**src/rtl/mem_access_unit.sv**
```systemverilog
// Load/store memory stage: holds one instruction, runs a valid/ready request plus response with the data cache.
// Optional build macro MEM_MISALIGN_TRAP_EN: misaligned accesses trap instead of being issued size-aligned.
module mem_access_unit #(
  parameter int XLEN   = 64,
  parameter int ADDR_W = 64
) (
  input  logic                clk,
  input  logic                rst_n,
  input  logic                in_valid,
  output logic                in_ready,
  input  logic [ADDR_W-1:0]   pc_i,
  input  logic [6:0]          opcode_i,
  input  logic [2:0]          funct3_i,
  input  logic [4:0]          rd_addr_i,
  input  logic                wreg_i,
  input  logic [XLEN-1:0]     wdata_i,
  input  logic [XLEN-1:0]     store_data_i,
  output logic                dc_req_valid,
  input  logic                dc_req_ready,
  output logic [ADDR_W-1:0]   dc_req_addr,
  output logic                dc_req_we,
  output logic [XLEN/8-1:0]   dc_req_wstrb,
  output logic [XLEN-1:0]     dc_req_wdata,
  input  logic                dc_resp_valid,
  input  logic [XLEN-1:0]     dc_resp_data,
  output logic                out_valid,
  input  logic                out_ready,
  output logic [4:0]          rd_addr_o,
  output logic                wreg_o,
  output logic [XLEN-1:0]     wdata_o,
  output logic [ADDR_W-1:0]   pc_o,
  output logic                misalign_o,
  output logic                block_flag_o,
  output logic [4:0]          back_rd_addr_o,
  output logic                back_wreg_o,
  output logic [XLEN-1:0]     back_wdata_o
);

  localparam int STRB_W = XLEN / 8;
  localparam int OFF_W  = $clog2(STRB_W);
  localparam logic [6:0] OP_LOAD  = 7'b0000011;
  localparam logic [6:0] OP_STORE = 7'b0100011;

  typedef enum logic [1:0] {S_IDLE, S_REQ, S_WAIT, S_DONE} state_t;

  state_t              state_q, state_d;
  logic [ADDR_W-1:0]   pc_q, pc_d;
  logic [4:0]          rd_addr_q, rd_addr_d;
  logic                wreg_q, wreg_d;
  logic [XLEN-1:0]     wdata_q, wdata_d;
  logic [2:0]          funct3_q, funct3_d;
  logic                is_store_q, is_store_d;
  logic [OFF_W-1:0]    off_q, off_d;
  logic [ADDR_W-1:0]   req_addr_q, req_addr_d;
  logic                req_we_q, req_we_d;
  logic [STRB_W-1:0]   req_wstrb_q, req_wstrb_d;
  logic [XLEN-1:0]     req_wdata_q, req_wdata_d;

  logic                is_load, is_store, is_mem;
  logic [ADDR_W-1:0]   eff_addr;
  logic [OFF_W-1:0]    off_raw, off_al, align_mask;
  logic [STRB_W-1:0]   strb_base;
  logic [XLEN-1:0]     shifted, load_val;

  // The effective address arrives on the XLEN-wide ALU result bus.
  generate
    if (ADDR_W == XLEN) begin : g_addr_eq
      assign eff_addr = wdata_i;
    end else if (ADDR_W > XLEN) begin : g_addr_zext
      assign eff_addr = {{(ADDR_W-XLEN){1'b0}}, wdata_i};
    end else begin : g_addr_trunc
      assign eff_addr = wdata_i[ADDR_W-1:0];
    end
  endgenerate

  assign is_load  = (opcode_i == OP_LOAD);
  assign is_store = (opcode_i == OP_STORE);
  assign is_mem   = is_load | is_store;
  assign off_raw  = eff_addr[OFF_W-1:0];

  always_comb begin
    align_mask = '0;
    strb_base  = '0;
    case (funct3_i[1:0])
      2'd0: begin align_mask = '0;          strb_base = STRB_W'(8'h01); end
      2'd1: begin align_mask = OFF_W'(1);   strb_base = STRB_W'(8'h03); end
      2'd2: begin align_mask = OFF_W'(3);   strb_base = STRB_W'(8'h0F); end
      default: begin align_mask = OFF_W'(7); strb_base = '1; end
    endcase
  end

  // Without trapping, a misaligned offset is rounded down to the access size.
  assign off_al = off_raw & ~align_mask;

`ifdef MEM_MISALIGN_TRAP_EN
  logic misaligned;
  logic misalign_q, misalign_d;
  assign misaligned = ((off_raw & align_mask) != '0);
  assign misalign_o = misalign_q;
`else
  assign misalign_o = 1'b0;
`endif

  assign shifted = dc_resp_data >> {off_q, 3'b000};

  always_comb begin
    load_val = '0;
    case (funct3_q)
      3'b000: load_val = XLEN'($signed(shifted[7:0]));
      3'b100: load_val = XLEN'(shifted[7:0]);
      3'b001: load_val = XLEN'($signed(shifted[15:0]));
      3'b101: load_val = XLEN'(shifted[15:0]);
      3'b010: load_val = XLEN'($signed(shifted[31:0]));
      3'b110: if (XLEN == 64) load_val = XLEN'(shifted[31:0]);
      3'b011: if (XLEN == 64) load_val = shifted;
      default: load_val = '0;
    endcase
  end

  assign out_valid    = (state_q == S_DONE);
  assign in_ready     = (state_q == S_IDLE) & (~out_valid | out_ready);
  assign block_flag_o = ~in_ready;

  always_comb begin
    state_d     = state_q;
    pc_d        = pc_q;
    rd_addr_d   = rd_addr_q;
    wreg_d      = wreg_q;
    wdata_d     = wdata_q;
    funct3_d    = funct3_q;
    is_store_d  = is_store_q;
    off_d       = off_q;
    req_addr_d  = req_addr_q;
    req_we_d    = req_we_q;
    req_wstrb_d = req_wstrb_q;
    req_wdata_d = req_wdata_q;
`ifdef MEM_MISALIGN_TRAP_EN
    misalign_d  = misalign_q;
`endif
    case (state_q)
      S_IDLE: begin
        if (in_valid && in_ready) begin
          pc_d       = pc_i;
          rd_addr_d  = rd_addr_i;
          wreg_d     = wreg_i;
          funct3_d   = funct3_i;
          is_store_d = is_store;
          wdata_d    = wdata_i;
`ifdef MEM_MISALIGN_TRAP_EN
          misalign_d = 1'b0;
`endif
          if (!is_mem) begin
            state_d = S_DONE;
`ifdef MEM_MISALIGN_TRAP_EN
          end else if (misaligned) begin
            // Trap result carries the faulting address and never writes a register.
            misalign_d = 1'b1;
            wreg_d     = 1'b0;
            state_d    = S_DONE;
`endif
          end else begin
            off_d       = off_al;
            req_addr_d  = {eff_addr[ADDR_W-1:OFF_W], {OFF_W{1'b0}}};
            req_we_d    = is_store;
            req_wstrb_d = is_store ? (strb_base << off_al) : '0;
            req_wdata_d = is_store ? (store_data_i << {off_al, 3'b000}) : '0;
            state_d     = S_REQ;
          end
        end
      end
      S_REQ: begin
        if (dc_req_ready) state_d = S_WAIT;
      end
      S_WAIT: begin
        if (dc_resp_valid) begin
          if (is_store_q) begin
            wdata_d = '0;
            wreg_d  = 1'b0;
          end else begin
            wdata_d = load_val;
          end
          state_d = S_DONE;
        end
      end
      default: begin
        if (out_ready) state_d = S_IDLE;
      end
    endcase
  end

  always_ff @(posedge clk) begin
    if (!rst_n) begin
      state_q     <= S_IDLE;
      pc_q        <= '0;
      rd_addr_q   <= '0;
      wreg_q      <= 1'b0;
      wdata_q     <= '0;
      funct3_q    <= '0;
      is_store_q  <= 1'b0;
      off_q       <= '0;
      req_addr_q  <= '0;
      req_we_q    <= 1'b0;
      req_wstrb_q <= '0;
      req_wdata_q <= '0;
`ifdef MEM_MISALIGN_TRAP_EN
      misalign_q  <= 1'b0;
`endif
    end else begin
      state_q     <= state_d;
      pc_q        <= pc_d;
      rd_addr_q   <= rd_addr_d;
      wreg_q      <= wreg_d;
      wdata_q     <= wdata_d;
      funct3_q    <= funct3_d;
      is_store_q  <= is_store_d;
      off_q       <= off_d;
      req_addr_q  <= req_addr_d;
      req_we_q    <= req_we_d;
      req_wstrb_q <= req_wstrb_d;
      req_wdata_q <= req_wdata_d;
`ifdef MEM_MISALIGN_TRAP_EN
      misalign_q  <= misalign_d;
`endif
    end
  end

  assign dc_req_valid   = (state_q == S_REQ);
  assign dc_req_addr    = req_addr_q;
  assign dc_req_we      = req_we_q;
  assign dc_req_wstrb   = req_wstrb_q;
  assign dc_req_wdata   = req_wdata_q;
  assign rd_addr_o      = rd_addr_q;
  assign wreg_o         = wreg_q;
  assign wdata_o        = wdata_q;
  assign pc_o           = pc_q;
  assign back_rd_addr_o = rd_addr_q;
  assign back_wreg_o    = wreg_q & out_valid;
  assign back_wdata_o   = wdata_q;

endmodule

```
**config.mk**
```make
export PLATFORM = sky130hd
export DESIGN_NAME = mem_access_unit
export DESIGN_NICKNAME = d
export VERILOG_FILES = /design/src/rtl/mem_access_unit.sv
export SDC_FILE = /design/constraint.sdc
export NUM_CORES = 1
export LEC_CHECK = 0
export BUFFER_PORTS_ARGS = -buffer_cell sky130_fd_sc_hd__buf_4
export CORE_AREA = 2 2 242 244
export DETAILED_ROUTE_END_ITERATION = 8
export DIE_AREA = 0 0 244 246
export RECOVER_POWER = 50
export SYNTH_ARGS = -nofsm -noshare
export SYNTH_HDL_FRONTEND = slang
export SYNTH_SLANG_ARGS = --single-unit
```
**constraint.sdc**
```tcl
create_clock -name clk -period 3 [get_ports clk]
set_clock_uncertainty 0.15 [all_clocks]
set_input_delay 0.15 -clock clk [delete_from_list [all_inputs] [get_ports clk]]
set_output_delay 0.15 -clock clk [all_outputs]
set_load 0.02 [all_outputs]
```
==> run_results.csv <==
group,metric,value,unit
final_layout,syn_to_final_growth,53.1,%
drt,routedWlPerCell,22.1,µm
clock_tree,cts_tree,"built",
min_path,hold_end,"dc_req_wstrb[6]",
power_and_ir_drop,power_density,648,nW/µm²
synthesis,synth.top_cell.area_share,38.0,%
min_path,min_path_type,"input port to flop",
clock_tree,clock_sinks,277,
drt,drt_pre_antenna_iters,5,
setup_path,crit_arrival,3.20,ns
drt,drcViolationCount,0,
place,port_buffers,619,
clock_tree,root_buffer,"clkbuf_16",
place,dp.cells,2923,
global_route,grt_overflow,0,
power_and_ir_drop,p_total,14.5,mW
final_layout,fin_cells,3267,
place,dpl_cell_area,19500,µm²
synthesis,synth-edff-count,0,
final_layout,post_route_cells_drive_above_1_share,19.5,%
power_and_ir_drop,switchingPower,5.74,mW
synthesis,yosysSeqAreaShare,38.0,%
final_layout,final_area,22300,µm²
synthesis,avgSynthCellArea,8.53,µm²
power_and_ir_drop,irDropWorstVdd,0.000527,V
synthesis,synthCells,1711,
synthesis,synth_cell_types,60,
global_route,antenna_found_initial,5,
drt,viasPerCell,4.91,
power_and_ir_drop,swShare,39.7,%
drt,drt_iter0_drc,897,
global_route,grt_start_max_net_pins,109,
drt,vias,16000,
synthesis,synth_common_cells,"352 x nand2_1, 277 x dfxtp_1, 161 x mux2i_1",
job,maxCapViolCount,0,
setup_path,rrSetupSlack,0.20,ns
final_layout,final_util,38.9,%
setup_path,crit_fanout,17,
power_and_ir_drop,clock_power_share,31.2,%
synthesis,synthArstFlopShare,0,%
power_and_ir_drop,power_leakage,8.40,nW
synthesis,ys_ff_latch,277,
min_path,worstHoldStart,"funct3_i[1]",
sta,slew_headroom,42.9,%
clock_tree,h-tree-depth,2,
sta,max_freq,347,MHz
floorplan,die_h,246,µm
setup_path,reg2regPathDepth,8,
setup_path,worstSetupPathType,"input port to flop",
status,status,"completed",
clock_tree,clkLatencyLatePin,0.56,ns
floorplan,dieArea,60000,µm²
sta,drv_slew,0,
floorplan,dieWidth,244,µm
synthesis,ys.flop_type,"dfxtp_1",
synthesis,netlist_area,14600,µm²
power_and_ir_drop,power.share.sequential,32.4,%
clock_tree,cts_buffer_depth,3,
global_route,grt_pass1_wl,104000,µm
floorplan,rows,88,
sta,holdWs,0.0230,ns
setup_path,end_kind,"flop",
clock_tree,clk_pin_slew_worst_paths,0.06,ns
final_layout,nNetsFinal,2756,
synthesis,yosysTopAreaCell,"dfxtp_1",
sta,final.period_utilization,96.0,%
sta,setup_ws,0.120,ns
setup_path,r2r-end,"dc_req_wdata[38]",
synthesis,yosysWarningCount,0,
sta,timing.final.hold_violations,0,
drt,postRouteAntennaNets,0,
drt,wirelength,72300,µm
floorplan,pin_count,624,
sta,setup_violations,0,
global_route,grt_pass1_vias,16100,
place,hpwl,53900,µm
place,place_ws,0.520,ns
sta,finalCriticalPeriod,2.88,ns
place,gp_congestion,0.937,
power_and_ir_drop,pwr-share-comb,36.4,%
min_path,hold_depth,5,
setup_path,crit_path_start_kind,"input port",
sta,timing.setup.tns,0,ns
floorplan,start_util,25.4,%
floorplan,core_area,57400,µm²
synthesis,synth_area_leaders,"dfxtp_1 38%, mux2i_1 11%, nand2_1 9.1%, a21boi_0 6.5%, buf_4 4.0%",
clock_tree,cts_buffers,36,
global_route,grtUsageTotal,22.9,%
setup_path,r2r-start,"state_q[0]",
power_and_ir_drop,p_int,8.73,mW
synthesis,yosysMostFrequentCell,"nand2_1",
setup_path,crit_required,3.32,ns
sta,tightest_slew,0.853,ns
[cell type report]
class	count	area [µm²]
fillers	6013	35000
multi-input cells	1211	7890
repair buffers	934	6680
flip-flops and latches	277	5550
clock buffers	48	1010
well taps	765	957
clock inverters	16	193
inverters	14	52.6
diodes	2	5.00
[cells in the final DEF, fill, tap and decap left out, types with 37 or more instances in the layout]
master / netlist / layout
a21boi_0: 126 / 126
a22oi_1: 50 / 50
o21ai_0: 37 / 37
o221ai_1: 49 / 49
mux2i_1: 161 / 161
nor2b_1: 90 / 89
nand2_1: 352 / 350
a21oi_1: 78 / 77
clkbuf_1: 84 / 315
dfxtp_1: 277 / 275
clkbuf_16: 0 / 37
dlygate4sd3_1: 0 / 276
buf_4: 78 / 337
[power groups by stage]
stage                     clock, mW  combinational, mW  sequential, mW
after floorplan                   0               2.84            5.10
after global placement            0               5.38            4.77
after detailed placement          0               5.41            4.79
after CTS                      4.63               5.75            4.71
after global routing           4.77               5.63            4.74
final                          4.52               5.27            4.68
[logic make-up (layout without fill, tap and decap cells)]
group | count (synthesis) | after routing | synth area share [%]
buffers and inverters | 226 | 1012 | 8.42
adders and majority gates | 4 | 4 | 0.343
AOI/OAI and AO/OA | 460 | 460 | 22.7
muxes | 184 | 184 | 12.8
other | 1 | 6 | 0.0257
and+or+nand+nor | 559 | 559 | 17.7
DFF | 277 | 277 | 38.0
[worst max-delay path by stage]
| stage | from | to | slack [ns] | cells after the start |
|---|---|---|---|---|
| CTS | off_q[0] | back_wdata_o[14] | 0.05 | 6 |
| finish | opcode_i[4] | dc_req_wdata[38] | 0.12 | 9 |
| detailed placement | state_q[0] | back_wdata_o[60] | 0.52 | 8 |
| floorplan | state_q[0] | dc_req_wdata[39] | 0.66 | 10 |
| global placement | state_q[0] | back_wdata_o[60] | 0.63 | 8 |
| global route | opcode_i[4] | dc_req_wdata[38] | -0.01 | 9 |
[registers in the layout (all words and copies together), names as in the netlist]
| name | count |
|---|---|
| back_wdata_o | 64 |
| is_store_q | 1 |
| funct3_q | 3 |
| back_rd_addr_o | 5 |
| wreg_o | 1 |
| state_q | 2 |
| dc_req_wdata | 64 |
| dc_req_wstrb | 8 |
| dc_req_we | 1 |
| off_q | 3 |
| dc_req_addr | 61 |
| pc_o | 64 |
[metal layers]
layer	global-route usage, %	up-vias	part of all wire (%)	wire [µm]
met5	0	-	0.075	54
met4	8.73	8	4.0	2870
met3	5.65	141	7.9	5720
met2	41.9	701	50	36400
met1	25.4	7671	38	27300
li1	-	7508	-	-
[critical path: stages]
cell,delay (ns)
dlygate4sd3_1,0.55
buf_4,0.15
or2_2,0.29
dlygate4sd3_1,0.60
nor4_4,0.40
buf_6,0.27
nand3_1,0.08
dlygate4sd3_1,0.56
a21boi_0,0.16
[timing repair]
item                                    CTS  global route
setup buffers                             0             2
hold endpoints to repair                264             0
hold buffers                            276             0
endpoints found under the setup margin    0            18
gates resized for setup                   0             7
Power figures use the tool's default switching activity.
